--- src/rtl/mem_access_ctrl.sv ---
// Multi-cycle data-memory access controller: one load/store in flight on a req/ack RAM port,
// with pipeline stall, byte-lane steering, load extension and misalign/timeout exceptions.
module mem_access_ctrl #(
    parameter int TIMEOUT = 16
) (
    input  logic        i_clk,
    input  logic        i_rst_n,
    input  logic        i_start,
    input  logic [5:0]  i_op,
    input  logic [31:0] i_addr,
    input  logic [31:0] i_wdata,
    output logic        o_stall,
    output logic        o_done,
    output logic        o_excp,
    output logic [31:0] o_rdata_out,
    output logic        o_mem_req,
    output logic        o_mem_we,
    output logic [31:0] o_mem_addr,
    output logic [3:0]  o_mem_be,
    output logic [31:0] o_mem_wdata,
    input  logic        i_mem_ack,
    input  logic [31:0] i_mem_rdata
);

    localparam logic [5:0] OP_LB  = 6'h20;
    localparam logic [5:0] OP_LH  = 6'h21;
    localparam logic [5:0] OP_LW  = 6'h23;
    localparam logic [5:0] OP_LBU = 6'h24;
    localparam logic [5:0] OP_LHU = 6'h25;
    localparam logic [5:0] OP_SB  = 6'h28;
    localparam logic [5:0] OP_SH  = 6'h29;
    localparam logic [5:0] OP_SW  = 6'h2B;

    localparam int CW = (TIMEOUT > 1) ? $clog2(TIMEOUT) : 1;
    localparam logic [CW-1:0] CNT_MAX = CW'(TIMEOUT - 1);

    typedef enum logic [1:0] {IDLE, BUSY, RESP} state_t;

    state_t        r_state;
    logic [CW-1:0] r_cnt;
    logic [5:0]    r_op;
    logic [1:0]    r_lo;
    logic          r_done;
    logic          r_excp;
    logic [31:0]   r_rdata_out;
    logic          r_mem_req;
    logic          r_mem_we;
    logic [31:0]   r_mem_addr;
    logic [3:0]    r_mem_be;
    logic [31:0]   r_mem_wdata;

    logic          w_is_mem;
    logic          w_is_store;
    logic          w_misal;
    logic [3:0]    w_be;
    logic [31:0]   w_wdata;
    logic [7:0]    w_byte;
    logic [15:0]   w_half;
    logic [31:0]   w_load;

    // Decode of the incoming request (only meaningful in IDLE)
    always_comb begin
        w_is_mem   = 1'b0;
        w_is_store = 1'b0;
        w_misal    = 1'b0;
        w_be       = 4'b0000;
        w_wdata    = i_wdata;
        case (i_op)
            OP_LB, OP_LBU, OP_SB: begin
                w_is_mem = 1'b1;
                w_be     = 4'b0001 << i_addr[1:0];
                w_wdata  = {4{i_wdata[7:0]}};
            end
            OP_LH, OP_LHU, OP_SH: begin
                w_is_mem = 1'b1;
                w_misal  = i_addr[0];
                w_be     = i_addr[1] ? 4'b1100 : 4'b0011;
                w_wdata  = {2{i_wdata[15:0]}};
            end
            OP_LW, OP_SW: begin
                w_is_mem = 1'b1;
                w_misal  = |i_addr[1:0];
                w_be     = 4'b1111;
            end
            default: ;
        endcase
        w_is_store = (i_op == OP_SB) || (i_op == OP_SH) || (i_op == OP_SW);
    end

    // Lane select and extension of the returned word, using the latched op/offset
    always_comb begin
        w_byte = 8'h00;
        case (r_lo)
            2'd0: w_byte = i_mem_rdata[7:0];
            2'd1: w_byte = i_mem_rdata[15:8];
            2'd2: w_byte = i_mem_rdata[23:16];
            2'd3: w_byte = i_mem_rdata[31:24];
            default: ;
        endcase
        w_half = r_lo[1] ? i_mem_rdata[31:16] : i_mem_rdata[15:0];
        w_load = i_mem_rdata;
        case (r_op)
            OP_LB:   w_load = {{24{w_byte[7]}}, w_byte};
            OP_LBU:  w_load = {24'h0, w_byte};
            OP_LH:   w_load = {{16{w_half[15]}}, w_half};
            OP_LHU:  w_load = {16'h0, w_half};
            default: w_load = i_mem_rdata;
        endcase
    end

    always_ff @(posedge i_clk) begin
        if (!i_rst_n) begin
            r_state     <= IDLE;
            r_cnt       <= '0;
            r_op        <= '0;
            r_lo        <= '0;
            r_done      <= 1'b0;
            r_excp      <= 1'b0;
            r_rdata_out <= '0;
            r_mem_req   <= 1'b0;
            r_mem_we    <= 1'b0;
            r_mem_addr  <= '0;
            r_mem_be    <= '0;
            r_mem_wdata <= '0;
        end else begin
            case (r_state)
                IDLE: begin
                    if (i_start && w_is_mem) begin
                        if (w_misal) begin
                            r_state <= RESP;
                            r_done  <= 1'b1;
                            r_excp  <= 1'b1;
                        end else begin
                            r_state     <= BUSY;
                            r_cnt       <= '0;
                            r_op        <= i_op;
                            r_lo        <= i_addr[1:0];
                            r_mem_req   <= 1'b1;
                            r_mem_we    <= w_is_store;
                            r_mem_addr  <= {i_addr[31:2], 2'b00};
                            r_mem_be    <= w_be;
                            r_mem_wdata <= w_wdata;
                        end
                    end
                end
                BUSY: begin
                    // An ack landing in the final counted cycle still wins over the timeout
                    if (i_mem_ack) begin
                        r_state   <= RESP;
                        r_mem_req <= 1'b0;
                        r_done    <= 1'b1;
                        r_excp    <= 1'b0;
                        if (!r_mem_we) r_rdata_out <= w_load;
                    end else if (r_cnt == CNT_MAX) begin
                        r_state   <= RESP;
                        r_mem_req <= 1'b0;
                        r_done    <= 1'b1;
                        r_excp    <= 1'b1;
                    end else begin
                        r_cnt <= r_cnt + CW'(1);
                    end
                end
                RESP: begin
                    r_state <= IDLE;
                    r_done  <= 1'b0;
                    r_excp  <= 1'b0;
                end
                default: r_state <= IDLE;
            endcase
        end
    end

    // Low in RESP so the pipeline advances in the done cycle
    assign o_stall     = ((r_state == IDLE) && i_start && w_is_mem) || (r_state == BUSY);
    assign o_done      = r_done;
    assign o_excp      = r_excp;
    assign o_rdata_out = r_rdata_out;
    assign o_mem_req   = r_mem_req;
    assign o_mem_we    = r_mem_we;
    assign o_mem_addr  = r_mem_addr;
    assign o_mem_be    = r_mem_be;
    assign o_mem_wdata = r_mem_wdata;

endmodule

--- config.mk ---
export PLATFORM = sky130hd
export DESIGN_NAME = mem_access_ctrl
export DESIGN_NICKNAME = d
export VERILOG_FILES = /design/src/rtl/mem_access_ctrl.sv
export SDC_FILE = /design/constraint.sdc
export NUM_CORES = 1
export LEC_CHECK = 0
export ABC_CLOCK_PERIOD_IN_PS = 2000
export BUFFER_PORTS_ARGS = -buffer_cell sky130_fd_sc_hd__buf_2
export CELL_PAD_IN_SITES_DETAIL_PLACEMENT = 0
export CELL_PAD_IN_SITES_GLOBAL_PLACEMENT = 1
export CORE_ASPECT_RATIO = 1.5
export CORE_MARGIN = 4
export CORE_UTILIZATION = 35
export CTS_CLUSTER_SIZE = 8
export DETAILED_ROUTE_END_ITERATION = 16
export GPL_TIMING_DRIVEN = 1
export HOLD_SLACK_MARGIN = 0.05
export PLACE_DENSITY_LB_ADDON = 0.1
export SYNTH_ARGS = -nofsm -noshare
export SYNTH_HDL_FRONTEND = slang
export SYNTH_SLANG_ARGS = --single-unit
--- constraint.sdc ---
create_clock -name i_clk -period 2 [get_ports i_clk]
set_input_delay 0.1 -clock i_clk [delete_from_list [all_inputs] [get_ports i_clk]]
set_output_delay 0.1 -clock i_clk [all_outputs]
set_load 0.01 [all_outputs]
Word level (Yosys, flattened, before mapping). Index checks and enable logic that the tools add are counted.

Register bits: 116. Logic and storage cells: 91. Input bits: 106.

Mux-type cells: 30. Add/subtract/negate cells: 1. Shift operators: 1. Reduce and logical (&&, ||, !) cells: 21. Bitwise gates (word level): 2. Eq/ne operators: 24.

Operator list (number): $pmux 32 s4 (1); $eq 6x6->1 const B (12); $pmux 32 s2 (1); $pmux 8 s4 (1); $mux 4 (5); $mux 16 (1); $pmux 4 s3 (1); $mux 1 (10); $ne 2x2->1 const B (5); $mux 2 (4); $pmux 4 s2 (1); $reduce_and 4->1 (2); $reduce_or 8->1 (1); $eq 2x2->1 const B (3); $pmux 1 s3 (2); $reduce_and 3->1 (2); $reduce_or 3->1 (2); $reduce_and 5->1 (1); $add 4x1->4 const B (1); $eq 2x1->1 const B (2); $eq 4x4->1 const B (1); $logic_not 2->1 (2); $pmux 1 s2 (2); $pmux 2 s2 (1); other kinds (9) (15).

Depth between registers and ports, before layout.
Depth after elaboration: 6. Depth in mapped cells: 7.

Least setup slack after synthesis. Ideal clock, no wire load.

Kind: register to register. Start point: register r_lo[1]. End point: register r_rdata_out[21] (netlist: o_rdata_out[21]). Period minus slack after synthesis: 1609 ps. Data required time: 1878 ps. Cell stages (with the launch flop): 6. Buffers on the path: 1. Path slack: 391 ps. Library setup time: 122 ps. Data arrival time: 1487 ps. Cell sequence: dfxtp_1 -> mux4_2 -> mux2i_1 -> o31a_1 -> buf_6 -> a21oi_2.

Word-level cells in the longest chain between the ends: 3. Elaborated cells on any way between the ends: 7. Those cells by class: 3 x eq/ne; 3 x mux; 1 x reduce/logical.

Ends and longest elaborated chain: start: declaration (RTL line 42) `logic [1:0] r_lo;`; start signal: assignment (RTL line 137) `r_lo <= i_addr[1:0];`; $eq 2x2->1 (tied with other cells) (RTL line 93) `case (r_lo)`; $pmux 8 s4 (RTL line 93); $pmux 32 s4 * (RTL line 102) `case (r_op)`; end signal: assignment (RTL line 153) `if (!r_mem_we) r_rdata_out <= w_load;`; end: declaration (RTL line 45) `logic [31:0] r_rdata_out;`.

Mark *: on every way between the ends. The rest lies on a longest branch, timed or not. A chain may end at the register's enable or synchronous reset.

Worst setup path after layout.
Start point: input i_op[2]. End point: register r_mem_wdata[23] (netlist: o_mem_wdata[23]).

Word-level cells in the longest chain between the ends: 5. Elaborated cells on any way between the ends: 18. Those cells by class: 8 x eq/ne; 3 x mux; 1 x bitwise; 6 x reduce/logical.

Ends and longest elaborated chain: start: declaration (RTL line 9) `input logic [5:0] i_op,`; $eq 6x6->1 (RTL line 68) `case (i_op)`; $reduce_or 8->1 (no line) (tied with other cells); $mux 1 / $pmux 1 s2 (equally long branches) (RTL line 68); $logic_and 1x1->1 / $not 1->1 (equally long branches); $reduce_and 3->1 (no line); end signal: assignment (RTL line 142) `r_mem_wdata <= w_wdata;`; end: declaration (RTL line 50) `logic [31:0] r_mem_wdata;`.

Several ways; a longest one is shown, not always the timed one.

==> flow_metrics.tcl <==
set metrics [dict create \
    path_buf_inv 3 \
    power.density_nw_per_um2 758 \
    synth_cells 659 \
    wl_per_cell_um 18.2 \
    synth_top_area_frac 0.423 \
    clk_latency_ns 0.41 \
    routed_wl_mm 20.8 \
    critPathMaxFanout 16 \
    track_usage 0.231 \
    syn_area_per_cell_um2 8.34 \
    synth_most_common_cell "dfxtp_1" \
    synth_common_cells "116 x dfxtp_1, 104 x a21oi_1, 90 x o21ai_0, 62 x nand2_1, 53 x nand3_1" \
    port-buffer-count 208 \
    finalSetupViolCount 0 \
    cp-start-kind "input pin" \
    cts_buffer_depth 2 \
    antenna_left 0 \
    drc 0 \
    grt_start_max_net_pins 59 \
    gr-total-overflow 0 \
    cts_tree "built" \
    dieWidth_um 110 \
    total_power_w 0.00621 \
    period_share 0.947 \
    dp_slack_ns -0.0286 \
    fin_hold_ws_ns 0.0564 \
    min_period_ns 1.89 \
    cts_root_buf "clkbuf_16" \
    synth_edf_count 0 \
    fin_setup_tns_ns 0 \
    p_leak_nw 3.51 \
    timing.fmax_mhz 528 \
    grt_use_met1 0.244 \
    place.gp.congestion 0.821 \
    worstSetupEndpointType "flop" \
    grt_pass1_wl_mm 32.1 \
    hold_class "in -> reg" \
    startpoint "i_op[2]" \
    ys_seq_elements 116 \
    htree_levels 4 \
    crit_chain "dlygate4sd3_1, buf_2, and4b_1, o2111a_2, nor2_2, buf_4, a311oi_1" \
    rows 55 \
    antenna_found_initial 0 \
    use_met3 0.0584 \
    yosysWarnings 0 \
    yosys.area.top_type "dfxtp_1" \
    dp_hpwl_mm 14.7 \
    die_h_um 161 \
    vias 6213 \
    synth_area_um2 5490 \
    busiest_layer "met2" \
    drt-pass1-iter-count 6 \
    path_clk_slew_ns 0.06 \
    post_drt_via_cell_ratio 5.42 \
    crit_type "in -> reg" \
    async_flop_share 0 \
    slew_violations 0 \
    postCtsSetupBuffers 0 \
    min_from "i_wdata[24]" \
    diodes 0 \
    grt_use_met2 0.415 \
    reg2reg_from "r_state[0]" \
    drt_iter0_markers 479 \
    die-area_um2 17800 \
    slowest_stage "dlygate4sd3_1" \
    ys_seq_area_frac 0.423 \
    ys_top_cells_by_area "dfxtp_1 42%, a21oi_1 9.5%, o21ai_0 8.2%" \
    setup_slack_ns 0.106 \
    synth_ff_type "dfxtp_1" \
    nNetsFinal 1042 \
    cts_buffers 17 \
    drive_gt1_frac 0.322 \
    vdd_drop_max_mv 0.449 \
    drv_cap 0 \
    area_growth_pct 49.2 \
    worst_clock_skew_ns 0.0109 \
    outcome "completed" \
    layoutNonFillerInstCount 1147 \
    yosys.cell_types.count 51 \
    finalHoldViolCount 0 \
    critPathRequiredTime_ns 2.27 \
    rsz0062_at_grt "false" \
    worstMarginPinSlew_ns 0.533 \
    dp.cells 1033 \
    cp_top_family "buffers and inverters" \
    core_area_um2 15300 \
    first_global_vias 6244 \
    fill_cells 1519 \
    clkSinkCount 116 \
    io-pin-count 211 \
    critPathArrivalTime_ns 2.17 \
    start_util 0.360 \
    max_stage_delay_ns 0.53 \
    relSlewSlack 0.644 \
]
state kept, by name, indices dropped and copies added (netlist names):
| name | cells |
|---|---|
| o_mem_wdata | 32 |
| o_rdata_out | 32 |
| o_mem_addr | 30 |
| r_op | 6 |
| o_mem_be | 4 |
| r_cnt | 4 |
| r_lo | 2 |
| r_state | 2 |
| o_done | 1 |
| o_excp | 1 |
| o_mem_req | 1 |
| o_mem_we | 1 |
where the power goes:
| group | switching [W] | internal (W) | total, W |
|---|---|---|---|
| Combinational | 0.000408 | 0.000369 | 0.000777 |
| Clock | 0.00115 | 0.00189 | 0.00304 |
| Sequential | 0.0000291 | 0.00237 | 0.00240 |
| Total | 0.00159 | 0.00462 | 0.00621 |
cell type report:
class,count,area [um2],share of cell area
Multi-Input combinational cell,461,2830,0.345
Sequential cell,116,2320,0.283
Timing Repair Buffer,322,2140,0.261
Clock buffer,19,443,0.0540
Tap cell,199,249,0.0304
Clock inverter,13,150,0.0183
Inverter,17,63.8,0.00779
worst register-to-register path: cells and delay by family, from the launching register on:
family	cells	cell delay (ns)
AND/OR/NAND/NOR	2	0.56
buffers and inverters	1	0.29
flip-flops	1	0.34
AO/OA/AOI/OAI	2	0.53
per-stage QoR:
stage                     cell area (um2)   util
after global placement               6780  0.444
after global routing                 8200  0.537
after floorplan                      5500      -
after CTS                            8190  0.536
final                                8200  0.537
after detailed placement             6780  0.444
routing by layer:
layer,vias to the layer above,share of wire
met5,-,0
met4,0,0.038
met3,45,0.060
met2,221,0.53
met1,2969,0.37
li1,2978,-
placed cells by master, fill, tap and decap left out, types with 9 or more instances in the layout:
cell type,netlist,layout
mux2i_1,17,17
buf_4,5,28
o21ai_0,90,89
inv_1,17,16
clkbuf_16,0,17
a22oi_1,14,14
a21oi_2,11,11
dlygate4sd3_1,0,82
nand3_1,53,53
dfxtp_1,116,116
buf_2,21,208
a21oi_1,104,104
a211oi_1,10,9
nand2_1,62,62
o22ai_1,17,17
what timing repair did:
action | in CTS | in global routing
pin swaps | 0 | 1
endpoints found under the setup margin | 6 | 46
gates resized for setup | 1 | 2
hold buffers | 82 | 0
hold endpoints to repair | 82 | 0
logic make-up after synthesis:
family / Yosys count / share of synthesized area
AND/OR/NAND/NOR: 148 / 0.131
AO/OA/AOI/OAI: 284 / 0.308
buffers and inverters: 83 / 0.0695
adder cells (fa/ha/maj): 1 / 0.00228
flip-flops: 116 / 0.423
multiplexers: 26 / 0.0658
other: 1 / 0.000683
worst paths after layout:
check | end | slack (ns) | depth (start not counted)
worst min-delay path | o_mem_wdata[24] | 0.06 | 3
worst max register to register | o_mem_wdata[23] | 0.16 | 5
worst max-delay path | o_mem_wdata[23] | 0.11 | 7
worst min register to register | o_mem_req | 0.46 | 2
Note: power is estimated with default switching activity, not from simulation.
